===== src/rtl/noise_acq_sched_if.sv =====
// Host/front-end signal bundle for the noise-acquisition sequencer.
// Slave is the sequencer; master is the host plus the switch/ADC observer.
interface noise_acq_sched_if #(
  parameter int CW = 16
);
  logic          nload;
  logic [1:0]    naddr;
  logic [CW-1:0] ndatain;
  logic          noisestart;
  logic          nchoice;
  logic          intclr;
  logic          busy;
  logic          dumpon_ctr;
  logic          dumpoff_ctr;
  logic          rt_sw;
  logic          sw_acq1;
  logic          sw_acq2;
  logic          n_acq;
  logic          interrupt;

  modport slave (
    input  nload, naddr, ndatain, noisestart, nchoice, intclr,
    output busy, dumpon_ctr, dumpoff_ctr, rt_sw, sw_acq1, sw_acq2, n_acq, interrupt
  );

  modport master (
    output nload, naddr, ndatain, noisestart, nchoice, intclr,
    input  busy, dumpon_ctr, dumpoff_ctr, rt_sw, sw_acq1, sw_acq2, n_acq, interrupt
  );
endinterface


===== src/rtl/noise_acq_sched.sv =====
// Noise-shot sequencer: dump, break-before-make gaps, receiver settle, timed sample strobes,
// then a sticky completion interrupt. Outputs are registered decodes of the next state.
module noise_acq_sched #(
  parameter int CW      = 16,
  parameter int GAP_CYC = 2
) (
  input  logic            clk_sys,
  input  logic            noiserst,
  noise_acq_sched_if.slave bus
);

  typedef enum logic [2:0] {
    S_IDLE, S_GAP_A, S_DUMP, S_GAP_B, S_SETTLE, S_ACQ, S_DONE
  } state_e;

  localparam logic [CW-1:0] ONE = CW'(1);
  localparam logic [CW-1:0] GAP = CW'(GAP_CYC);

  state_e                 state_q, state_d;
  logic [3:0][CW-1:0]     tmr_q, tmr_d;     // 0=T_DUMP 1=T_SETTLE 2=T_SAMPLE 3=N_ACQ
  logic [CW-1:0]          cnt_q, cnt_d;     // 1-based cycle index within the current phase
  logic [CW-1:0]          samp_q, samp_d;   // 1..T_SAMPLE within one sample period
  logic [CW-1:0]          acq_q, acq_d;     // 1..N_ACQ sample period index
  logic                   ch_q, ch_d;
  logic                   irq_q, irq_d;
  logic                   start_acc;
  logic                   busy_q, dumpon_q, dumpoff_q, rt_q, acq1_q, acq2_q, nacq_q;
  logic [CW-1:0]          dump_len, settle_len, samp_len;

  // Zero-valued timing words behave as a single cycle.
  assign dump_len   = (tmr_q[0] == '0) ? ONE : tmr_q[0];
  assign settle_len = (tmr_q[1] == '0) ? ONE : tmr_q[1];
  assign samp_len   = (tmr_q[2] == '0) ? ONE : tmr_q[2];

  always_comb begin
    state_d   = state_q;
    tmr_d     = tmr_q;
    cnt_d     = cnt_q + ONE;
    samp_d    = samp_q;
    acq_d     = acq_q;
    ch_d      = ch_q;
    start_acc = 1'b0;
    case (state_q)
      S_IDLE: begin
        cnt_d = ONE;
        if (bus.nload) tmr_d[bus.naddr] = bus.ndatain;
        if (bus.noisestart) begin
          state_d   = S_GAP_A;
          ch_d      = bus.nchoice;
          start_acc = 1'b1;
        end
      end
      S_GAP_A: if (cnt_q == GAP) begin
        state_d = S_DUMP;
        cnt_d   = ONE;
      end
      S_DUMP: if (cnt_q == dump_len) begin
        state_d = S_GAP_B;
        cnt_d   = ONE;
      end
      S_GAP_B: if (cnt_q == GAP) begin
        state_d = S_SETTLE;
        cnt_d   = ONE;
      end
      S_SETTLE: if (cnt_q == settle_len) begin
        state_d = (tmr_q[3] == '0) ? S_DONE : S_ACQ;
        cnt_d   = ONE;
        samp_d  = ONE;
        acq_d   = ONE;
      end
      S_ACQ: begin
        if (samp_q == samp_len) begin
          if (acq_q == tmr_q[3]) begin
            state_d = S_DONE;
          end else begin
            samp_d = ONE;
            acq_d  = acq_q + ONE;
          end
        end else begin
          samp_d = samp_q + ONE;
        end
      end
      S_DONE: begin
        state_d = S_IDLE;
        cnt_d   = ONE;
      end
      default: state_d = S_IDLE;
    endcase

    // Completion set takes priority over any clear in the same cycle.
    if (state_d == S_DONE)              irq_d = 1'b1;
    else if (bus.intclr || start_acc)   irq_d = 1'b0;
    else                                irq_d = irq_q;
  end

  always_ff @(posedge clk_sys) begin
    if (!noiserst) begin
      state_q   <= S_IDLE;
      tmr_q     <= {CW'(16), CW'(10), CW'(50), CW'(100)};
      cnt_q     <= ONE;
      samp_q    <= ONE;
      acq_q     <= ONE;
      ch_q      <= 1'b0;
      irq_q     <= 1'b0;
      busy_q    <= 1'b0;
      dumpon_q  <= 1'b0;
      dumpoff_q <= 1'b1;
      rt_q      <= 1'b0;
      acq1_q    <= 1'b0;
      acq2_q    <= 1'b0;
      nacq_q    <= 1'b0;
    end else begin
      state_q   <= state_d;
      tmr_q     <= tmr_d;
      cnt_q     <= cnt_d;
      samp_q    <= samp_d;
      acq_q     <= acq_d;
      ch_q      <= ch_d;
      irq_q     <= irq_d;
      busy_q    <= (state_d != S_IDLE);
      dumpon_q  <= (state_d == S_DUMP);
      dumpoff_q <= (state_d == S_IDLE) || (state_d == S_SETTLE) ||
                   (state_d == S_ACQ)  || (state_d == S_DONE);
      rt_q      <= (state_d == S_SETTLE) || (state_d == S_ACQ);
      acq1_q    <= (state_d == S_ACQ) && !ch_d;
      acq2_q    <= (state_d == S_ACQ) &&  ch_d;
      nacq_q    <= (state_d == S_ACQ) && (samp_d == samp_len);
    end
  end

  assign bus.busy        = busy_q;
  assign bus.dumpon_ctr  = dumpon_q;
  assign bus.dumpoff_ctr = dumpoff_q;
  assign bus.rt_sw       = rt_q;
  assign bus.sw_acq1     = acq1_q;
  assign bus.sw_acq2     = acq2_q;
  assign bus.n_acq       = nacq_q;
  assign bus.interrupt   = irq_q;

endmodule

===== src/flat_wrapper.sv =====
// flat-port wrapper written by rule: the top's interface ports become plain ports
module noise_acq_sched_flat 
#(
  parameter int CW      = 16,
  parameter int GAP_CYC = 2
)
  (clk_sys, noiserst, bus_nload, bus_naddr, bus_ndatain, bus_noisestart, bus_nchoice, bus_intclr, bus_busy, bus_dumpon_ctr, bus_dumpoff_ctr, bus_rt_sw, bus_sw_acq1, bus_sw_acq2, bus_n_acq, bus_interrupt);
  noise_acq_sched_if #(.CW(CW)) bus_i ();
  input  logic clk_sys;
  input  logic noiserst;
  input wire logic [$bits(bus_i.nload)-1:0] bus_nload;
  input wire logic [$bits(bus_i.naddr)-1:0] bus_naddr;
  input wire logic [$bits(bus_i.ndatain)-1:0] bus_ndatain;
  input wire logic [$bits(bus_i.noisestart)-1:0] bus_noisestart;
  input wire logic [$bits(bus_i.nchoice)-1:0] bus_nchoice;
  input wire logic [$bits(bus_i.intclr)-1:0] bus_intclr;
  output wire logic [$bits(bus_i.busy)-1:0] bus_busy;
  output wire logic [$bits(bus_i.dumpon_ctr)-1:0] bus_dumpon_ctr;
  output wire logic [$bits(bus_i.dumpoff_ctr)-1:0] bus_dumpoff_ctr;
  output wire logic [$bits(bus_i.rt_sw)-1:0] bus_rt_sw;
  output wire logic [$bits(bus_i.sw_acq1)-1:0] bus_sw_acq1;
  output wire logic [$bits(bus_i.sw_acq2)-1:0] bus_sw_acq2;
  output wire logic [$bits(bus_i.n_acq)-1:0] bus_n_acq;
  output wire logic [$bits(bus_i.interrupt)-1:0] bus_interrupt;
  assign bus_i.nload = bus_nload;
  assign bus_i.naddr = bus_naddr;
  assign bus_i.ndatain = bus_ndatain;
  assign bus_i.noisestart = bus_noisestart;
  assign bus_i.nchoice = bus_nchoice;
  assign bus_i.intclr = bus_intclr;
  assign bus_busy = bus_i.busy;
  assign bus_dumpon_ctr = bus_i.dumpon_ctr;
  assign bus_dumpoff_ctr = bus_i.dumpoff_ctr;
  assign bus_rt_sw = bus_i.rt_sw;
  assign bus_sw_acq1 = bus_i.sw_acq1;
  assign bus_sw_acq2 = bus_i.sw_acq2;
  assign bus_n_acq = bus_i.n_acq;
  assign bus_interrupt = bus_i.interrupt;
  noise_acq_sched #(.CW(CW), .GAP_CYC(GAP_CYC)) u_core (.clk_sys(clk_sys), .noiserst(noiserst), .bus(bus_i));
endmodule

===== config.mk =====
export PLATFORM = sky130hd
export DESIGN_NAME = noise_acq_sched_flat
export DESIGN_NICKNAME = d
export VERILOG_FILES = /design/src/rtl/noise_acq_sched_if.sv /design/src/rtl/noise_acq_sched.sv /design/src/flat_wrapper.sv
export SDC_FILE = /design/constraint.sdc
export NUM_CORES = 1
export LEC_CHECK = 0
export ABC_AREA = 1
export BUFFER_PORTS_ARGS = -buffer_cell sky130_fd_sc_hd__buf_4
export CORE_ASPECT_RATIO = 0.8
export CORE_MARGIN = 10
export CORE_UTILIZATION = 30
export DETAILED_ROUTE_END_ITERATION = 10
export HOLD_SLACK_MARGIN = 0.15
export PLACE_DENSITY_LB_ADDON = 0.3
export RECOVER_POWER = 100
export SKIP_CTS_REPAIR_TIMING = 1
export SYNTH_ARGS = -nofsm -noshare
export SYNTH_HDL_FRONTEND = slang
export SYNTH_SLANG_ARGS = --single-unit

===== constraint.sdc =====
create_clock -name clk_sys -period 3.5 [get_ports clk_sys]
set_clock_uncertainty 0.15 [all_clocks]
set_input_delay 0 -clock clk_sys [delete_from_list [all_inputs] [get_ports clk_sys]]
set_output_delay 0 -clock clk_sys [all_outputs]
set_load 0.05 [all_outputs]

==> flow_summary.json <==
{
  "synth-seq-cells": 124,
  "final_net_count": 1140,
  "critPathArrivalTime_ps": 3430,
  "gr-usage-all-layers": 0.146,
  "netlist-cell-type-count": 43,
  "max-vdd-ir-drop_v": 0.000322,
  "synth_edf_count": 0,
  "syn_nets": 1085,
  "avgRoutedWirePerCell_um": 15.8,
  "route.vias.total": 7061,
  "ys_async_sr_fraction": 0,
  "grt_pass1_wl_mm": 35.0,
  "synth_top_family_by_area": "simple AND/OR/NAND/NOR gates",
  "start_util": 0.306,
  "dieArea_mm2": 0.0306,
  "gr-total-overflow": 0,
  "relSlewSlack": 0.428,
  "powerDensity_mw_per_mm2": 439,
  "cts_sinks": 124,
  "finalCritPeriodShare": 0.917,
  "cts_inserted_buffers": 17,
  "via_per_inst": 4.92,
  "clock.fmax_ghz": 0.311,
  "wirelength_mm": 22.7,
  "area_delta_synth_final_pct": 18.8,
  "required_ps": 3720,
  "die_h_um": 159,
  "gp_congestion": 0.890,
  "synth_fa_ha_area_frac": 0.00696,
  "antenna_left": 0,
  "finalCriticalPeriod_ps": 3210,
  "port_buffers": 31,
  "syn_avg_cell_area_um2": 6.81,
  "grt_pass1_vias": 6228,
  "nFillCells": 2500,
  "status": "complete, no violations",
  "yosys.area_share.simple": 0.352,
  "rsz0062_at_grt": "no",
  "clk_pin_slew_ps": 50,
  "io_pins": 32,
  "setup_viol": 0,
  "muxShareOfSynthArea": 0,
  "end_kind": "register",
  "worst-slew-pin-transition_ps": 851,
  "die-width_um": 193,
  "clockBufferDepth": 2,
  "drc_errors": 0,
  "seq_area_frac_synth": 0.345,
  "antenna_found_initial": 0,
  "cts_root_buffer": "clkbuf_16",
  "synth_area_mm2": 0.00720,
  "tritoncts": "yes",
  "slew_violations": 0,
  "placementRows": 50,
  "dr.first_iter.drc_count": 790,
  "synth_compound_area_frac": 0.120,
  "coreArea_mm2": 0.0235,
  "hold_class": "in -> reg",
  "hpwl_mm": 16.5,
  "p_leak_nw": 3.67,
  "max-cap-violations": 0,
  "grt_max_degree": 69,
  "crit_type": "reg -> reg",
  "hold_viol_final": 0,
  "syn_inst": 1057,
  "tns_ps": 0,
  "synth_xor_area_frac": 0.0828,
  "crit_fanout": 12,
  "cts_htree_levels": 4,
  "diodes": 0,
  "firstDrtPassIters": 5,
  "clkLatencyLatePin_ps": 430,
  "drive_gt1_frac": 0.0882,
  "ys.flop_type": "dfxtp_1",
  "final_core_utilization": 0.363,
  "start_kind": "register",
  "yosys_warnings": 0
}
[layout make-up]
class	instances	area, µm²	area share
sequential	124	2480	0.290
inverter	125	469	0.0549
timing repair buffer	76	608	0.0712
tap	312	390	0.0457
clock inverter	6	108	0.0126
multi-input combinational	768	3980	0.465
clock buffer	24	512	0.0599
[flip-flops by register name, indices dropped and copies added (netlist names)]
| name | flops |
|---|---|
| u_core.bus.dumpon_ctr | 1 |
| u_core.bus.rt_sw | 1 |
| u_core.bus.sw_acq1 | 1 |
| u_core.bus.n_acq | 1 |
| u_core.bus.busy | 1 |
| u_core.bus.interrupt | 1 |
| u_core.tmr_q | 64 |
| u_core.bus.dumpoff_ctr | 1 |
| u_core.bus.sw_acq2 | 1 |
| u_core.acq_q | 16 |
| u_core.samp_q | 16 |
| u_core.cnt_q | 16 |
| u_core.ch_q | 1 |
| u_core.state_q | 3 |
[layer usage]
layer	GRT usage	vias up	routed length, µm
li1	-	3556	-
met1	0.216	3235	11600
met2	0.201	249	9250
met3	0.0387	21	1660
met4	0.0402	0	242
met5	0	-	0
[power by group]
part	switching, mW	leakage, nW	internal [mW]
clock network	0.663	0.304	1.22
logic	0.224	2.36	0.139
registers	0.0459	1.01	1.46
total	0.933	3.67	2.82
[worst max-delay path: stages, from the launching register on]
cell and delay [ps]:
dfxtp_1 370, nor2_1 150, nand2_1 60, inv_1 140, nand2_1 220, nor3_1 270
dlygate4sd3_1 610, clkbuf_1 360, o21ai_0 140, nor2_1 130, dlygate4sd3_1 560
[cells in the final DEF, fill, tap and decap left out, drive strengths merged]
cell / Yosys / layout
nand2: 201 / 201
nor2: 150 / 150
dfxtp: 124 / 124
inv: 124 / 124
nand3: 97 / 97
o21ai: 87 / 87
a21oi: 61 / 61
xor2: 39 / 39
clkbuf: 24 / 36
dlygate4sd3: 0 / 33
buf: 16 / 31
xnor2: 29 / 29
nand4: 28 / 28
nor3: 27 / 27
nor4: 15 / 15
o22ai: 7 / 7
nor3b: 6 / 6
nand3b: 4 / 4
ha: 4 / 4
o211ai: 3 / 3
bufinv: 0 / 3
clkinv: 1 / 3
and2: 2 / 2
a211oi: 2 / 2
a31oi: 2 / 2
or2: 2 / 2
a221oi: 1 / 1
o21bai: 1 / 1
clkinvlp: 0 / 1
[synth_stat cells, types with 2 or more instances]
master    count  area share
a211oi_1      2      0.0021
a21oi_1      61       0.042
a31oi_1       2      0.0017
and2_1        2      0.0017
buf_2         7      0.0049
buf_4         6      0.0063
buf_6         3      0.0047
clkbuf_1     23       0.012
dfxtp_1     124        0.34
ha_1          4      0.0070
inv_1       116       0.061
inv_2         8      0.0042
nand2_1     189       0.099
nand2_2       9      0.0078
nand2_4       3      0.0047
nand3_1      83       0.058
nand3_2      13       0.018
nand3b_1      4      0.0042
nand4_1      27       0.023
nor2_1      142       0.074
nor2_2        5      0.0043
nor2_4        3      0.0047
nor3_1       21       0.015
nor3_2        4      0.0056
nor3_4        2      0.0045
nor3b_1       5      0.0052
nor4_1       13       0.011
nor4_2        2      0.0035
o211ai_1      3      0.0031
o21ai_0      83       0.058
o21ai_1       4      0.0028
o22ai_1       7      0.0061
xnor2_1      29       0.035
xor2_1       39       0.047
[cell families after synthesis]
family / count (synthesis)
simple gates: 532
buf+inv: 165
compound gates: 164
flops: 124
xor+xnor: 68
fa+ha+maj: 4
[per-stage QoR]
stage,instance area (µm²),hold slack (ps),cells,total power [mW],worst slack (ps)
floorplan,7200,-23.7,1057,1.74,1350
global placement,7700,121,1372,1.86,703
detailed placement,7700,123,1372,1.86,643
CTS,8320,-319,1402,3.74,657
global route,8550,268,1435,3.88,99.9
finish,8550,205,1435,3.75,290
[path summary, 6_finish.rpt]
kind                                        start          endpoint  slack [ps]  cells after the start
worst max-delay path            u_core.state_q[1]   u_core.tmr_q[0]         290                     10
worst min register to register   u_core.acq_q[13]  u_core.acq_q[13]         350                      2
worst max register to register  u_core.state_q[1]   u_core.tmr_q[0]         290                     10
worst min-delay path                    bus_nload  u_core.tmr_q[20]         210                      6
No activity file was read; power rests on OpenSTA's default activity.
